## src/rtl/bram18_readback_streamer.sv

```systemverilog
// ---------------------------------------------------------------------------
// bram18_readback_streamer
//
// Reads a contiguous, wrapping range of x18 words (16 data + 2 parity) from
// one port of an 18Kb true-dual-port RAM. Each word's byte parity is checked
// and the word is streamed out on a valid/ready interface with backpressure.
// Used for memory dump, BIST readback and scrub flows.
//
// Parameters
//   READ_LATENCY  RAM cycles from ram_ren to valid ram_rdata (1 or 2)
//   FIFO_DEPTH    output buffer depth in words (power of two, >= READ_LATENCY+2)
//   ODD_PARITY    0 = even parity per byte, 1 = odd parity per byte
//   ADDR_LSB      bit position of word-address bit 0 inside ram_addr
//
// Ports
//   clk, reset              single clock, asynchronous active-high reset
//   start                   begin a transfer (only looked at in IDLE)
//   start_addr [9:0]        first word address
//   word_count [10:0]       number of words, 0..1024
//   abort                   cancel an active transfer
//   ram_ren, ram_addr       registered read request to the RAM port
//   ram_rdata, ram_rparity  read return; ram_rparity[i] covers byte i
//   m_tvalid/m_tready       output handshake
//   m_tdata, m_tparity      word and its stored parity
//   m_terr                  per-byte parity mismatch flags
//   m_tlast                 final word of the transfer
//   busy, done              transfer active / one-cycle completion pulse
//   err_count               words with any parity mismatch (saturating)
//
// State table
//   state | meaning
//   IDLE  | waiting for start
//   ISSUE | issuing reads as output buffer credit allows
//   DRAIN | all reads issued, waiting for the last beat to be accepted
//   FIN   | done pulse, busy already low
// ---------------------------------------------------------------------------
module bram18_readback_streamer #(
    parameter int READ_LATENCY = 1,
    parameter int FIFO_DEPTH   = 4,
    parameter bit ODD_PARITY   = 1'b0,
    parameter int ADDR_LSB     = 4
) (
    input  logic        clk,
    input  logic        reset,
    input  logic        start,
    input  logic [9:0]  start_addr,
    input  logic [10:0] word_count,
    input  logic        abort,
    output logic        ram_ren,
    output logic [13:0] ram_addr,
    input  logic [15:0] ram_rdata,
    input  logic [1:0]  ram_rparity,
    output logic        m_tvalid,
    input  logic        m_tready,
    output logic [15:0] m_tdata,
    output logic [1:0]  m_tparity,
    output logic [1:0]  m_terr,
    output logic        m_tlast,
    output logic        busy,
    output logic        done,
    output logic [10:0] err_count
);

    localparam int PW = (FIFO_DEPTH > 1) ? $clog2(FIFO_DEPTH) : 1;
    localparam int CW = PW + 1;
    localparam logic [10:0] ERR_MAX = 11'h7FF;

    typedef enum logic [1:0] {
        IDLE  = 2'd0,
        ISSUE = 2'd1,
        DRAIN = 2'd2,
        FIN   = 2'd3
    } state_t;

    state_t      state;
    logic [9:0]  next_addr;
    logic [10:0] remaining;
    logic [9:0]  ram_word;
    logic        ram_last;

    // Read-return tracking: one valid/last bit per cycle of RAM latency.
    logic [READ_LATENCY-1:0] pipe_vld;
    logic [READ_LATENCY-1:0] pipe_last;
    logic                    cap_vld;
    logic                    cap_last;
    logic [1:0]              exp_par;
    logic [1:0]              cap_terr;

    // Output buffer: {last, terr, parity, data}
    logic [20:0]    fifo_mem [FIFO_DEPTH];
    logic [PW-1:0]  wr_ptr;
    logic [PW-1:0]  rd_ptr;
    logic [CW-1:0]  fifo_count;
    logic [20:0]    head;

    logic       flush;
    logic       push;
    logic       pop;
    logic [7:0] pipe_cnt;
    logic [7:0] credit_used;
    logic       issue_ok;

    assign ram_addr = 14'(ram_word) << ADDR_LSB;

    // Abort only acts while a transfer is running; it wins over a handshake.
    assign flush = abort && ((state == ISSUE) || (state == DRAIN));

    assign cap_vld  = pipe_vld[READ_LATENCY-1];
    assign cap_last = pipe_last[READ_LATENCY-1];
    assign exp_par  = {^ram_rdata[15:8], ^ram_rdata[7:0]} ^ {2{ODD_PARITY}};
    assign cap_terr = exp_par ^ ram_rparity;

    assign head     = fifo_mem[rd_ptr];
    assign m_tvalid = (fifo_count != '0);
    assign m_tdata   = m_tvalid ? head[15:0]  : 16'h0000;
    assign m_tparity = m_tvalid ? head[17:16] : 2'b00;
    assign m_terr    = m_tvalid ? head[19:18] : 2'b00;
    assign m_tlast   = m_tvalid ? head[20]    : 1'b0;

    assign push = cap_vld && !flush;
    assign pop  = m_tvalid && m_tready && !flush;

    // Credit: words already buffered or on their way must leave room for one
    // more. A beat leaving this cycle frees its slot, which keeps the stream
    // at one word per clock when the sink never stalls.
    always_comb begin
        pipe_cnt = 8'd0;
        for (int k = 0; k < READ_LATENCY; k++) begin
            pipe_cnt = pipe_cnt + 8'(pipe_vld[k]);
        end
        credit_used = 8'(fifo_count) + 8'(ram_ren) + pipe_cnt - 8'(pop);
        issue_ok    = (credit_used < 8'(FIFO_DEPTH));
    end

    always_ff @(posedge clk or posedge reset) begin
        if (reset) begin
            pipe_vld  <= '0;
            pipe_last <= '0;
        end else if (flush) begin
            // In-flight returns of an aborted transfer are dropped here.
            pipe_vld  <= '0;
            pipe_last <= '0;
        end else begin
            pipe_vld[0]  <= ram_ren;
            pipe_last[0] <= ram_last;
            for (int k = 1; k < READ_LATENCY; k++) begin
                pipe_vld[k]  <= pipe_vld[k-1];
                pipe_last[k] <= pipe_last[k-1];
            end
        end
    end

    always_ff @(posedge clk) begin
        if (push) begin
            fifo_mem[wr_ptr] <= {cap_last, cap_terr, ram_rparity, ram_rdata};
        end
    end

    always_ff @(posedge clk or posedge reset) begin
        if (reset) begin
            wr_ptr     <= '0;
            rd_ptr     <= '0;
            fifo_count <= '0;
        end else if (flush) begin
            wr_ptr     <= '0;
            rd_ptr     <= '0;
            fifo_count <= '0;
        end else begin
            if (push) begin
                wr_ptr <= wr_ptr + 1'b1;
            end
            if (pop) begin
                rd_ptr <= rd_ptr + 1'b1;
            end
            case ({push, pop})
                2'b10:   fifo_count <= fifo_count + 1'b1;
                2'b01:   fifo_count <= fifo_count - 1'b1;
                default: fifo_count <= fifo_count;
            endcase
        end
    end

    always_ff @(posedge clk or posedge reset) begin
        if (reset) begin
            state     <= IDLE;
            next_addr <= '0;
            remaining <= '0;
            ram_word  <= '0;
            ram_last  <= 1'b0;
            ram_ren   <= 1'b0;
            busy      <= 1'b0;
            done      <= 1'b0;
            err_count <= '0;
        end else begin
            ram_ren <= 1'b0;
            done    <= 1'b0;

            if (push && (cap_terr != 2'b00) && (err_count != ERR_MAX)) begin
                err_count <= err_count + 1'b1;
            end

            case (state)
                IDLE: begin
                    if (start) begin
                        err_count <= '0;
                        if (word_count == 11'd0) begin
                            state <= FIN;
                            done  <= 1'b1;
                        end else begin
                            // First read goes out with the accept; buffer is empty.
                            busy      <= 1'b1;
                            ram_ren   <= 1'b1;
                            ram_word  <= start_addr;
                            ram_last  <= (word_count == 11'd1);
                            next_addr <= start_addr + 10'd1;
                            remaining <= word_count - 11'd1;
                            state     <= (word_count == 11'd1) ? DRAIN : ISSUE;
                        end
                    end
                end

                ISSUE: begin
                    if (abort) begin
                        state <= IDLE;
                        busy  <= 1'b0;
                    end else if (issue_ok) begin
                        ram_ren   <= 1'b1;
                        ram_word  <= next_addr;
                        ram_last  <= (remaining == 11'd1);
                        next_addr <= next_addr + 10'd1;
                        remaining <= remaining - 11'd1;
                        if (remaining == 11'd1) begin
                            state <= DRAIN;
                        end
                    end
                end

                DRAIN: begin
                    if (abort) begin
                        state <= IDLE;
                        busy  <= 1'b0;
                    end else if (pop && head[20]) begin
                        state <= FIN;
                        busy  <= 1'b0;
                        done  <= 1'b1;
                    end
                end

                FIN: begin
                    state <= IDLE;
                end

                default: begin
                    state <= IDLE;
                    busy  <= 1'b0;
                end
            endcase
        end
    end

endmodule

```

## config.mk

```make
export PLATFORM = sky130hd
export DESIGN_NAME = bram18_readback_streamer
export DESIGN_NICKNAME = d
export VERILOG_FILES = /design/src/rtl/bram18_readback_streamer.sv
export SDC_FILE = /design/constraint.sdc
export NUM_CORES = 1
export LEC_CHECK = 0
export ABC_AREA = 1
export CAP_MARGIN = 20
export CELL_PAD_IN_SITES_DETAIL_PLACEMENT = 0
export CELL_PAD_IN_SITES_GLOBAL_PLACEMENT = 1
export CORE_UTILIZATION = 35
export CTS_CLUSTER_SIZE = 20
export DETAILED_ROUTE_END_ITERATION = 8
export PLACE_DENSITY = 0.77
export RECOVER_POWER = 25
export SLEW_MARGIN = 15
export SYNTH_ARGS = -nofsm -noshare
export SYNTH_HDL_FRONTEND = slang
export SYNTH_SLANG_ARGS = --single-unit
```

## constraint.sdc

```tcl
create_clock -name clk -period 3.45 [get_ports clk]
set_input_delay 1.035 -clock clk [delete_from_list [all_inputs] [get_ports clk]]
set_output_delay 1.035 -clock clk [all_outputs]
set_load 0.01 [all_outputs]
```

==> reports/qor.log, run 1 <==
qor: cts.cts_post_setup_buffers_inserted 0
qor: cts.numCtsBuffers 17
qor: power.power.clock.fraction 0.225
qor: worst_setup_path.critPathLaunchType register
qor: power.power.leakage 3.86 nW
qor: synthesis.count_of_synthesis_stage_warnings_from_yosys 0
qor: drt.drc 0
qor: sta.grt_setup_unrepaired false
qor: worst_setup_path.critical-path-top-cell-by-count sky130_fd_sc_hd__inv_1
qor: cts.cts_root_buffer sky130_fd_sc_hd__clkbuf_16
qor: power.sequentialPowerShare 0.298
qor: drt.via_count 5506
qor: cts.insertion_delay 0.41 ns
qor: placed_design.place_hpwl 11.2 mm
qor: synthesis.synthCells 807
qor: global_routing.number_of_global_route_vias_before_repair 5393
qor: sta.period_minus_slack 3.29 ns
qor: synthesis.sequential_share_of_the_synthesized_area 0.542
qor: synthesis.synth_simple_gate_area_frac 0.209
qor: drt.drt-total-wl 16.5 mm
qor: power.vdd_ir_drop_max 444 µV
qor: sta.final-setup-viol-count 0
qor: worst_setup_path.crit_arrival 2.26 ns
qor: final_layout.num_antenna_cells 0
qor: worst_setup_path.cp_top_family buffers and inverters
qor: global_routing.grt_usage 0.162
qor: drt.drt_pass1_iterations 5
qor: placed_design.io_buffer_count 89
qor: global_routing.grt_pass1_wl 27.2 mm
qor: die.dieHeight 146 µm
qor: worst_setup_path.worst-setup-path-type register to output port
qor: synthesis.yosysUniqueCellTypes 47
qor: worst_setup_path.end_kind output port
qor: cts.cts.htree.levels 4
qor: power.intPower 5.03 mW
qor: synthesis.synthDominantCellAreaShare 0.347
qor: cts.cts-resized-gates 0
qor: global_routing.grtUsageMet3 0.0400
qor: sta.tightestPinTransition 0.981 ns
qor: cts.tritoncts_num_sinks 141
qor: sta.timing.slew.headroom 0.345
qor: die.number_of_i_o_pins 94
qor: synthesis.syn_area_per_cell 9.02 µm²
qor: synthesis.synth_largest_area_cell sky130_fd_sc_hd__edfxtp_1
qor: final_layout.stdcell_area 9210 µm²
qor: die.starting_utilization_of_the_core_area 0.359
qor: synthesis.synthMuxAreaShare 0.00138
qor: synthesis.syn-cell-area 7280 µm²
qor: synthesis.post_synth_main_area_contributors sky130_fd_sc_hd__edfxtp_1 35%, sky130_fd_sc_hd__dfrtp_1 20%, sky130_fd_sc_hd__nand2_1 7.6%
qor: worst_setup_path.worst_ep_required_time 2.41 ns
qor: worst_setup_path.worstPathCellList inv_1 > nand3_2 > inv_1 > buf_4 > a21oi_1 > clkdlybuf4s50_1
qor: power.power-per-cell-area 895 nW/µm²
qor: global_routing.busiest_layer_in_global_routing met2
qor: cts.worst_setup_hold_path_clk_slew 0.06 ns
qor: placed_design.dpl-instance-area 8610 µm²
qor: global_routing.grt_remaining_overflow 0
qor: sta.clock-skew-final 0.00884 ns
qor: drt.route.detailed.vias_per_inst 4.60
qor: global_routing.antenna_found_initial 1
qor: synthesis.synth_top_family_by_area simple AND/OR/NAND/NOR gates
qor: worst_setup_path.critical-path-slowest-cell sky130_fd_sc_hd__clkdlybuf4s50_1
qor: synthesis.synth_edf_count 84
qor: worst_setup_path.critPathMaxFanout 9
qor: final_layout.post_route_cells_drive_above_1_share 0.120
qor: drt.drt.antenna.violating_nets 0
qor: cts.tritoncts built
qor: cts.clock_path_buffers 2
qor: synthesis.async_flop_share 0.404
qor: power.share_comb_of_total_power 0.477
qor: final_layout.final_nets 977
qor: sta.hold_violations 0
qor: flow_run.max_cap_violations 0
qor: cts.ctsHoldBuffers 0
qor: die.fp-row-count 52
qor: synthesis.synth_compound_area_frac 0.112
qor: global_routing.grt_max_degree 37
qor: placed_design.gp_routability_congestion 0.790
qor: die.floorplan.die_area 21400 µm²
qor: drt.drt-initial-drc-count 208
qor: sta.achievable_frequency 0.304 GHz
qor: synthesis.synthFlopType sky130_fd_sc_hd__edfxtp_1
qor: synthesis.number_of_storage_elements_in_the_synthesis_netlist 141
qor: worst_setup_path.regToRegSetupSlack 0.70 ns
qor: drt.detail_route.wl_per_cell 13.8 µm
qor: sta.finalCritPeriodShare 0.954
qor: outcome.run_status finished, final reports clean
qor: die.fp.dieW 146 µm
qor: synthesis.synth_most_common_cell sky130_fd_sc_hd__nand2_1
qor: global_routing.globalRouteMet1Util 0.201
qor: die.core 20300 µm²
qor: sta.count_of_pins_over_their_slew_limit 0
qor: worst_hold_path.min_path_type register to register
qor: final_layout.synthToLayoutAreaGrowth 26.5%
qor: worst_setup_path.timing.critical_path.buf_inv 4
qor: power.net_load_switching_power 3.21 mW
qor: global_routing.gr-usage-met2 0.277
qor: synthesis.xor_xnor_portion_of_the_synthesized_cell_area 0.0313
qor: sta.timing.hold.ws 0.487 ns
qor: final_layout.n_fill_cell 1964
qor: worst_setup_path.crit_path_max_incr_delay 0.58 ns
qor: synthesis.synth_fa_ha_area_frac 0.0337
qor: power.net_switching_fraction_of_the_power 0.390
qor: synthesis.synth.top_cells.by_count 148 x sky130_fd_sc_hd__nand2_1, 127 x sky130_fd_sc_hd__nor2_1, 87 x sky130_fd_sc_hd__o21ai_0
==> registers in the layout, indices dropped and copies added (netlist names), 2 cells and up <==
register / cells
fifo_count: 3
state: 2
remaining: 11
rd_ptr: 2
wr_ptr: 2
next_addr: 10
ram_word: 10
err_count: 11
fifo_mem: 84
==> metal layers <==
metal  vias to the layer above  wire length [µm]
met5                         -                13
met3                        23               693
li1                       2858                 -
met4                         2               223
met2                       111              8030
met1                      2512              7560
==> cell families (layout without fill, tap and decap cells) <==
kind of cell,Yosys count,after routing
other cells,1,4
buf+inv,118,234
xor+xnor,26,26
simple gates,353,353
mux,1,1
fa+ha+maj,19,19
compound gates,148,148
flops,141,141
==> power by group through the flow <==
stage	Combinational (mW)	Clock, mW	Sequential (mW)
after detailed placement	3.98	0	2.48
final	3.93	1.85	2.46
after global routing	4.44	1.97	2.51
after global placement	3.94	0	2.49
after floorplan	2.48	0	2.47
after CTS	3.99	1.89	2.46
==> stage by stage <==
stage	setup TNS, ns	cells	worst slack (ns)	total power, mW	util
finish	0	1196	0.157	8.24	0.454
detailed placement	-1.18	1165	-0.0795	6.46	0.424
global route	0	1196	0.0448	8.92	0.454
floorplan	0	810	0.464	4.96	-
CTS	0	1196	0.125	8.35	0.454
global placement	-0.394	1165	-0.0432	6.43	0.424
==> final timing paths <==
kind / from / to / cells after the start
worst max-delay path: fifo_count[0] / m_tparity[0] / 6
worst min-delay path: next_addr[5] / next_addr[5] / 2
worst max register to register: state[0] / next_addr[4] / 18
worst min register to register: next_addr[5] / next_addr[5] / 2
max in group asynchronous: reset / ram_ren / 3
min in group asynchronous: reset / err_count[4] / 2
==> placed cells by master (no fill, tap or decap), types with 7 or more instances in the layout <==
cell                              Yosys  final
sky130_fd_sc_hd__clkdlybuf4s50_1      0     73
sky130_fd_sc_hd__ha_1                18     18
sky130_fd_sc_hd__nand2_1            148    148
sky130_fd_sc_hd__nor3_1              10     10
sky130_fd_sc_hd__dlygate4sd3_1        0     16
sky130_fd_sc_hd__xnor2_1              8      8
sky130_fd_sc_hd__xor2_1              18     18
sky130_fd_sc_hd__or2_2                9      9
sky130_fd_sc_hd__nor2_1             127    123
sky130_fd_sc_hd__a21oi_1             35     35
sky130_fd_sc_hd__o21ai_0             87     87
sky130_fd_sc_hd__nand3_1             23     23
sky130_fd_sc_hd__nand2_2              7      7
sky130_fd_sc_hd__clkbuf_16            0     17
sky130_fd_sc_hd__dfrtp_1             57     57
sky130_fd_sc_hd__inv_1               80     80
sky130_fd_sc_hd__nor2_2              10     14
sky130_fd_sc_hd__edfxtp_1            84     84
sky130_fd_sc_hd__buf_4                6     22
==> layout make-up <==
cell class | count | area, µm² | share of cell area
Timing Repair Buffer | 116 | 1160 | 0.126
Multi-Input combinational cell | 551 | 2840 | 0.309
Clock buffer | 18 | 429 | 0.0466
Clock inverter | 13 | 166 | 0.0181
Inverter | 87 | 329 | 0.0357
Sequential cell | 141 | 3950 | 0.429
Tap cell | 270 | 338 | 0.0367
==> tightest hold or removal path: cells and delay by family (launching register included) <==
kind            cells  cell delay [ns]
flops               1             0.35
simple gates        1             0.06
compound gates      1             0.05
No activity file was read; power rests on OpenSTA's default activity.
==> run 2, diff against run 1 <==
--- a/config.mk
+++ b/config.mk
@@ -10,8 +10,10 @@
 export CELL_PAD_IN_SITES_DETAIL_PLACEMENT = 0
 export CELL_PAD_IN_SITES_GLOBAL_PLACEMENT = 1
 export CORE_UTILIZATION = 35
+export CTS_BUF_LIST = sky130_fd_sc_hd__clkbuf_8
 export CTS_CLUSTER_SIZE = 20
 export DETAILED_ROUTE_END_ITERATION = 8
+export GPL_TIMING_DRIVEN = 0
 export PLACE_DENSITY = 0.77
 export RECOVER_POWER = 25
 export SLEW_MARGIN = 15
==> reports/qor.log, run 2 (synthesized netlist as in run 1, its figures left out) <==
qor: global_routing.grt_max_degree 33 [-11%]
qor: cts.worst_setup_hold_path_clk_slew 0.09 ns [+0.03 ns]
qor: placed_design.place_hpwl 11.8 mm [+4.9%]
qor: cts.tritoncts built
qor: final_layout.finish.utilization 0.442 [-0.0120]
qor: worst_setup_path.worst_ep_required_time 2.41 ns [about the same]
qor: power.net_switching_fraction_of_the_power 0.429 [+0.0393]
qor: die.dieHeight 146 µm [unchanged]
qor: placed_design.dpl-instance-area 8580 µm² [-0.35%]
qor: die.fp-row-count 52 [unchanged]
qor: final_layout.num_antenna_cells 0 [unchanged]
qor: final_layout.final_nets 983 [+0.61%]
qor: sta.hold_violations 0 [unchanged]
qor: sta.count_of_pins_over_their_slew_limit 0 [unchanged]
qor: power.design_power_total 7.61 mW [-7.7%]
qor: drt.detail_route.wl_per_cell 14.1 µm [+1.9%]
qor: worst_hold_path.min_path_type register to register
qor: sta.timing.hold.ws 0.482 ns [-0.00522 ns]
qor: die.fp.dieW 146 µm [unchanged]
qor: power.share_comb_of_total_power 0.518 [+0.041]
qor: final_layout.synthToLayoutAreaGrowth 23.2%
qor: placed_design.placement.setup.worst_slack -0.450 ns [-0.370 ns]
qor: sta.grt_setup_unrepaired true
qor: power.vdd_ir_drop_max 342 µV [-23%]
qor: cts.numCtsBuffers 17 [unchanged]
qor: placed_design.numPlacedInstances 1172 [+0.60%]
qor: cts.tritoncts_num_sinks 141 [unchanged]
qor: sta.final-setup-viol-count 0 [unchanged]
qor: cts.cts-resized-gates 15 [+15]
qor: power.intPower 4.34 mW [-14%]
qor: drt.drt-total-wl 16.9 mm [+2.4%]
qor: die.number_of_i_o_pins 94 [unchanged]
qor: sta.clock-skew-final 0.0184 ns [+0.00959 ns]
qor: final_layout.post_route_cells_drive_above_1_share 0.121 [+0.00137]
qor: cts.ctsHoldBuffers 0 [unchanged]
qor: worst_setup_path.end_kind output port
qor: cts.cts_post_setup_buffers_inserted 0 [unchanged]
qor: final_layout.final_cell_count_no_fill 1202 [+0.50%]
qor: sta.timing.slew.headroom 0.124 [-0.221]
qor: die.floorplan.die_area 21400 µm² [unchanged]
qor: cts.cts.htree.levels 4 [unchanged]
qor: sta.tightestPinTransition 1.31 ns [+0.326 ns]
qor: sta.postLayoutSetupSlackWorst 0.0739 ns [-0.0833 ns]
qor: global_routing.number_of_global_route_vias_before_repair 5394 [+0.019%]
qor: power.net_load_switching_power 3.27 mW [+1.6%]
qor: worst_setup_path.critPathLaunchType register
qor: cts.clock_path_buffers 2 [unchanged]
qor: sta.period_minus_slack 3.38 ns [+0.0833 ns]
qor: drt.drc 0 [unchanged]
qor: final_layout.stdcell_area 8970 µm² [-2.6%]
qor: drt.drt-initial-drc-count 183 [-12%]
qor: drt.drt_pass1_iterations 5 [unchanged]
qor: sta.finalCritPeriodShare 0.979 [+0.0241]
qor: power.power-per-cell-area 849 nW/µm² [-5.2%]
qor: global_routing.grt_remaining_overflow 0 [unchanged]
qor: cts.cts_root_buffer sky130_fd_sc_hd__clkbuf_8
qor: worst_setup_path.worst-setup-path-type register to output port
qor: drt.route.detailed.vias_per_inst 4.63 [+0.48%]
qor: power.sequentialPowerShare 0.321 [+0.023]
qor: die.core 20300 µm² [unchanged]
qor: sta.fin_tns_setup 0 ns [unchanged]
qor: final_layout.most-common-layout-cells 149 x sky130_fd_sc_hd__nand2_1, 123 x sky130_fd_sc_hd__nor2_1, 87 x sky130_fd_sc_hd__o21ai_0
qor: final_layout.layout_commonest_cell sky130_fd_sc_hd__nand2_1
qor: drt.via_count 5560 [+0.98%]
qor: drt.drt.antenna.violating_nets 0 [unchanged]
qor: worst_setup_path.crit_arrival 2.34 ns [+0.08 ns]
qor: final_layout.largest_register_by_flop_count fifo_mem
qor: cts.insertion_delay 0.46 ns [+0.05 ns]
qor: sta.achievable_frequency 0.296 GHz [-2.5%]
qor: global_routing.antenna_found_initial 0 [-1]
qor: outcome.run_status finished, final reports clean
qor: global_routing.grt_usage 0.167 [+0.00484]
qor: final_layout.number_of_flip_flops_in_the_largest_register 84 [unchanged]
qor: worst_setup_path.critPathMaxFanout 10 [+1]
qor: power.power.leakage 3.74 nW [-3.2%]
qor: final_layout.largest_registers fifo_mem: 84 flops, err_count: 11 flops, remaining: 11 flops
qor: global_routing.grt_pass1_wl 27.7 mm [+1.8%]
qor: power.power.clock.fraction 0.161 [-0.064]
qor: die.starting_utilization_of_the_core_area 0.359 [unchanged]
qor: placed_design.gp_routability_congestion 0.810 [+2.5%]
qor: placed_design.io_buffer_count 89 [unchanged]
qor: flow_run.max_cap_violations 0 [unchanged]
==> run 2: cell types whose count changed in the layout (fill, tap and decap cells not counted), sizes merged <==
cell,change
clkbuf,+14
buf,-9
inv,+5
clkinv,-4
bufinv,-3
clkinvlp,+3
dlygate4sd3,-3
clkdlybuf4s50,+2
dlymetal6s2s,+1
==> run 2: final cells by class <==
type | count | area [µm²]
buffer | 30 | 206
clock buffer | 17 | 234
clock inverter | 14 | 123
fill | 2065 | 11300
inverter | 87 | 330
multi-input combinational | 551 | 2850
sequential | 141 | 3950
tap | 270 | 338
timing repair buffer | 92 | 936
==> run 2: power by group through the flow <==
stage | combinational [mW] | clock, mW | sequential [mW]
2_1_floorplan | 2.48 | 0 | 2.47
3_3_place_gp | 3.90 | 0 | 2.47
3_5_place_dp | 3.97 | 0 | 2.46
4_1_cts | 4.02 | 1.27 | 2.43
5_1_grt | 4.44 | 1.34 | 2.49
6_report | 3.94 | 1.23 | 2.44
==> run 2: path summary, 6_finish.rpt <==
check / from / end / slack [ns] / cells after the start
setup / recovery: rd_ptr[1] / m_terr[0] / 0.07 / 6
hold reg to reg: next_addr[5] / next_addr[5] / 0.48 / 2
max in group asynchronous: reset / ram_word[3] / 1.43 / 3
min in group asynchronous: reset / wr_ptr[0] / 1.31 / 2
hold / removal: next_addr[5] / next_addr[5] / 0.48 / 2
setup reg to reg: state[0] / remaining[2] / 0.19 / 17
==> run 2: worst max-delay path: stages (launching register included) <==
cell,delay [ns]
sky130_fd_sc_hd__dfrtp_1,0.40
sky130_fd_sc_hd__inv_1,0.12
sky130_fd_sc_hd__buf_1,0.28
sky130_fd_sc_hd__nor2_1,0.16
sky130_fd_sc_hd__o21ai_0,0.09
sky130_fd_sc_hd__a21oi_1,0.24
sky130_fd_sc_hd__clkdlybuf4s50_1,0.59
==> run 2: per-layer routing <==
metal  global-route usage  vias to the layer above  share of wire
li1                     -                     2866              -
met1                0.210                     2583           0.47
met2                0.285                      101           0.49
met3               0.0400                       10          0.037
met4               0.0464                        0         0.0053
met5                    0                        -              0
==> run 3, diff against run 2 <==
--- a/config.mk
+++ b/config.mk
@@ -9,14 +9,15 @@
 export CAP_MARGIN = 20
 export CELL_PAD_IN_SITES_DETAIL_PLACEMENT = 0
 export CELL_PAD_IN_SITES_GLOBAL_PLACEMENT = 1
-export CORE_UTILIZATION = 35
+export CORE_UTILIZATION = 40
 export CTS_BUF_LIST = sky130_fd_sc_hd__clkbuf_8
 export CTS_CLUSTER_SIZE = 20
 export DETAILED_ROUTE_END_ITERATION = 8
 export GPL_TIMING_DRIVEN = 0
-export PLACE_DENSITY = 0.77
+export PLACE_DENSITY = 0.85
 export RECOVER_POWER = 25
 export SLEW_MARGIN = 15
 export SYNTH_ARGS = -nofsm -noshare
 export SYNTH_HDL_FRONTEND = slang
 export SYNTH_SLANG_ARGS = --single-unit
+export TNS_END_PERCENT = 100
==> reports/qor.log, run 3 (synthesized netlist as in run 1, its figures left out) <==
qor: flow_run.max_cap_violations 1 [+1]
qor: worst_setup_path.end_kind output port
qor: power.vdd_ir_drop_max 432 µV [+26%]
qor: power.net_switching_fraction_of_the_power 0.416 [-0.0133]
qor: placed_design.io_buffer_count 89 [unchanged]
qor: power.power-per-cell-area 869 nW/µm² [+2.5%]
qor: worst_setup_path.regToRegSetupSlack 0.37 ns [+0.18 ns]
qor: power.intPower 4.55 mW [+4.8%]
qor: worst_setup_path.worstRegToRegCells 20 [+3]
qor: sta.grt_setup_unrepaired false
qor: global_routing.antenna_found_initial 0 [unchanged]
qor: cts.cts.htree.levels 4 [unchanged]
qor: power.share_comb_of_total_power 0.502 [-0.016]
qor: cts.insertion_delay 0.46 ns [about the same]
qor: worst_setup_path.critPathMaxFanout 10 [unchanged]
qor: cts.numCtsBuffers 17 [unchanged]
qor: die.starting_utilization_of_the_core_area 0.415 [+0.0565]
qor: die.floorplan.die_area 18700 µm² [-12%]
qor: final_layout.n_fill_cell 1657 [-20%]
qor: sta.hold_violations 0 [unchanged]
qor: sta.count_of_pins_over_their_slew_limit 57 [+57]
qor: global_routing.grt_usage 0.191 [+0.0245]
qor: worst_setup_path.critPathLaunchType register
qor: worst_setup_path.timing.rr.end remaining[10]
qor: global_routing.grt_max_degree 58 [+76%]
qor: sta.postLayoutSetupSlackWorst 0.116 ns [+0.0424 ns]
qor: sta.final-setup-viol-count 0 [unchanged]
qor: outcome.run_status complete, but fails checks
qor: drt.drt_pass1_iterations 5 [unchanged]
qor: final_layout.num_antenna_cells 0 [unchanged]
qor: sta.tightestPinTransition 1.50 ns [+0.195 ns]
qor: sta.period_minus_slack 3.33 ns [-0.0424 ns]
qor: placed_design.gp_routability_congestion 0.791 [-2.4%]
qor: drt.drt-initial-drc-count 280 [+53%]
qor: die.core 17500 µm² [-14%]
qor: die.dieHeight 137 µm [-6.4%]
qor: sta.finalCritPeriodShare 0.966 [-0.0123]
qor: sta.achievable_frequency 0.300 GHz [+1.3%]
qor: final_layout.largest_register_by_flop_count fifo_mem
qor: drt.route.detailed.vias_per_inst 4.85 [+4.8%]
qor: final_layout.stdcell_area 8960 µm² [about the same]
qor: sta.clock-skew-final 0.0131 ns [-0.00537 ns]
qor: cts.tritoncts_num_sinks 141 [unchanged]
qor: worst_hold_path.hold_start ram_word[2]
qor: global_routing.globalRouteMet1Util 0.248 [+0.0384]
qor: power.power.clock.fraction 0.184 [+0.023]
qor: power.power.leakage 3.77 nW [+0.93%]
qor: worst_hold_path.timing.hold.worst_path_depth 2 [unchanged]
qor: global_routing.gr-usage-met2 0.321 [+0.0357]
qor: drt.drc 0 [unchanged]
qor: final_layout.multiInputGateArea 2860 µm² [+0.35%]
qor: placed_design.place_hpwl 11.5 mm [-2.8%]
qor: die.fp.dieW 137 µm [-6.4%]
qor: final_layout.layout_commonest_cell sky130_fd_sc_hd__nand2_1
qor: worst_hold_path.min_path_type register to register
qor: drt.detail_route.wl_per_cell 14.5 µm [+2.8%]
qor: final_layout.number_of_flip_flops_in_the_largest_register 84 [unchanged]
qor: final_layout.largest_registers fifo_mem: 84 flops, err_count: 11 flops, remaining: 11 flops
qor: worst_setup_path.worst-setup-path-type register to output port
qor: drt.via_count 5615 [+0.99%]
qor: cts.cts_root_buffer sky130_fd_sc_hd__clkbuf_8
qor: global_routing.grtUsageMet3 0.0478 [+0.00778]
qor: worst_setup_path.worst_ep_required_time 2.41 ns [about the same]
qor: worst_setup_path.crit_arrival 2.30 ns [-0.04 ns]
qor: final_layout.post_route_cells_drive_above_1_share 0.121 [-0.000130]
qor: power.sequentialPowerShare 0.315 [-0.006]
qor: worst_setup_path.worstReg2RegStart state[1]
qor: outcome.failed_checks max-capacitance violations, max-slew violations
qor: drt.drt-total-wl 16.7 mm [-0.95%]
qor: global_routing.grt_pass1_wl 27.2 mm [-1.5%]
qor: power.design_power_total 7.79 mW [+2.4%]
qor: global_routing.number_of_global_route_vias_before_repair 5418 [+0.44%]
qor: worst_hold_path.hold-path-endpoint ram_word[2]
qor: drt.drt.antenna.violating_nets 0 [unchanged]
qor: final_layout.synthToLayoutAreaGrowth 23.1% [about the same]
qor: global_routing.grt_remaining_overflow 0 [unchanged]
qor: global_routing.busiest_layer_in_global_routing met2
qor: power.net_load_switching_power 3.24 mW [-0.75%]
qor: cts.tritoncts built
qor: die.number_of_i_o_pins 94 [unchanged]
qor: final_layout.most-common-layout-cells 148 x sky130_fd_sc_hd__nand2_1, 123 x sky130_fd_sc_hd__nor2_1, 87 x sky130_fd_sc_hd__o21ai_0
qor: final_layout.final_nets 983 [unchanged]
qor: sta.timing.slew.headroom -0.00165 [-0.125]
qor: final_layout.layout.area.seq 3950 µm² [unchanged]
qor: placed_design.placement.setup.worst_slack -0.516 ns [-0.0661 ns]
qor: placed_design.dpl-instance-area 8540 µm² [-0.52%]
qor: die.fp-row-count 48 [-7.7%]
qor: cts.clock_path_buffers 2 [unchanged]
qor: cts.worst_setup_hold_path_clk_slew 0.08 ns [about the same]
## run 3: worst max-delay path, stage by stage, from the launching register on
cell and delay (ns):
sky130_fd_sc_hd__dfrtp_1 0.45, sky130_fd_sc_hd__inv_1 0.20, sky130_fd_sc_hd__clkbuf_2 0.29, sky130_fd_sc_hd__o21ai_0 0.14
sky130_fd_sc_hd__a21oi_1 0.20, sky130_fd_sc_hd__clkdlybuf4s50_1 0.57
## run 3: final cells by class
| cell class | instances | area share |
|---|---|---|
| buffer | 30 | 0.0221 |
| clock buffer | 17 | 0.0261 |
| clock inverter | 15 | 0.0207 |
| inverter | 87 | 0.0369 |
| multi-input combinational | 551 | 0.319 |
| sequential | 141 | 0.441 |
| tap | 225 | 0.0314 |
| timing repair buffer | 92 | 0.103 |
## run 3: through the flow
| stage | hold WS [ns] | utilization | std cells | setup TNS (ns) |
|---|---|---|---|---|
| final | 0.486 | 0.511 | 1158 | 0 |
| after floorplan | 0.446 | - | 810 | 0 |
| after detailed placement | 0.464 | 0.487 | 1127 | -20.53 |
| after CTS | 0.491 | 0.512 | 1159 | 0 |
| after global placement | 0.463 | 0.483 | 1124 | -106.51 |
| after global routing | 0.513 | 0.511 | 1158 | 0 |
## run 3: repair_timing
item	4_1_cts	5_1_grt
hold buffers	0	0
setup buffers	0	0
setup endpoints to repair	26	50
resized for setup	12	8
## run 3: metal layers
layer	vias to the layer above	part of all wire
li1	2873	-
met1	2604	0.46
met2	128	0.49
met3	10	0.051
met5	-	0
met4	0	0.0067
## run 3: worst max-delay path by stage
stage          startpoint             end  slack [ns]  depth (start not counted)
2_1_floorplan       abort     ram_word[2]        0.46                         18
3_3_place_gp        abort  fifo_mem[0][6]       -1.12                          6
3_5_place_dp        abort    remaining[2]       -0.52                         16
4_1_cts         rd_ptr[0]    m_tparity[0]        0.02                          6
5_1_grt         rd_ptr[0]      m_tdata[0]       0.002                          5
6_report        rd_ptr[0]    m_tparity[0]        0.12                          5
## run 3: power by group through the flow
stage | clock network [mW] | registers (mW) | logic (mW)
after floorplan | 0 | 2.47 | 2.48
after global placement | 0 | 2.48 | 3.85
after detailed placement | 0 | 2.48 | 3.93
after CTS | 1.46 | 2.44 | 3.98
after global routing | 1.52 | 2.50 | 4.43
final | 1.43 | 2.45 | 3.91
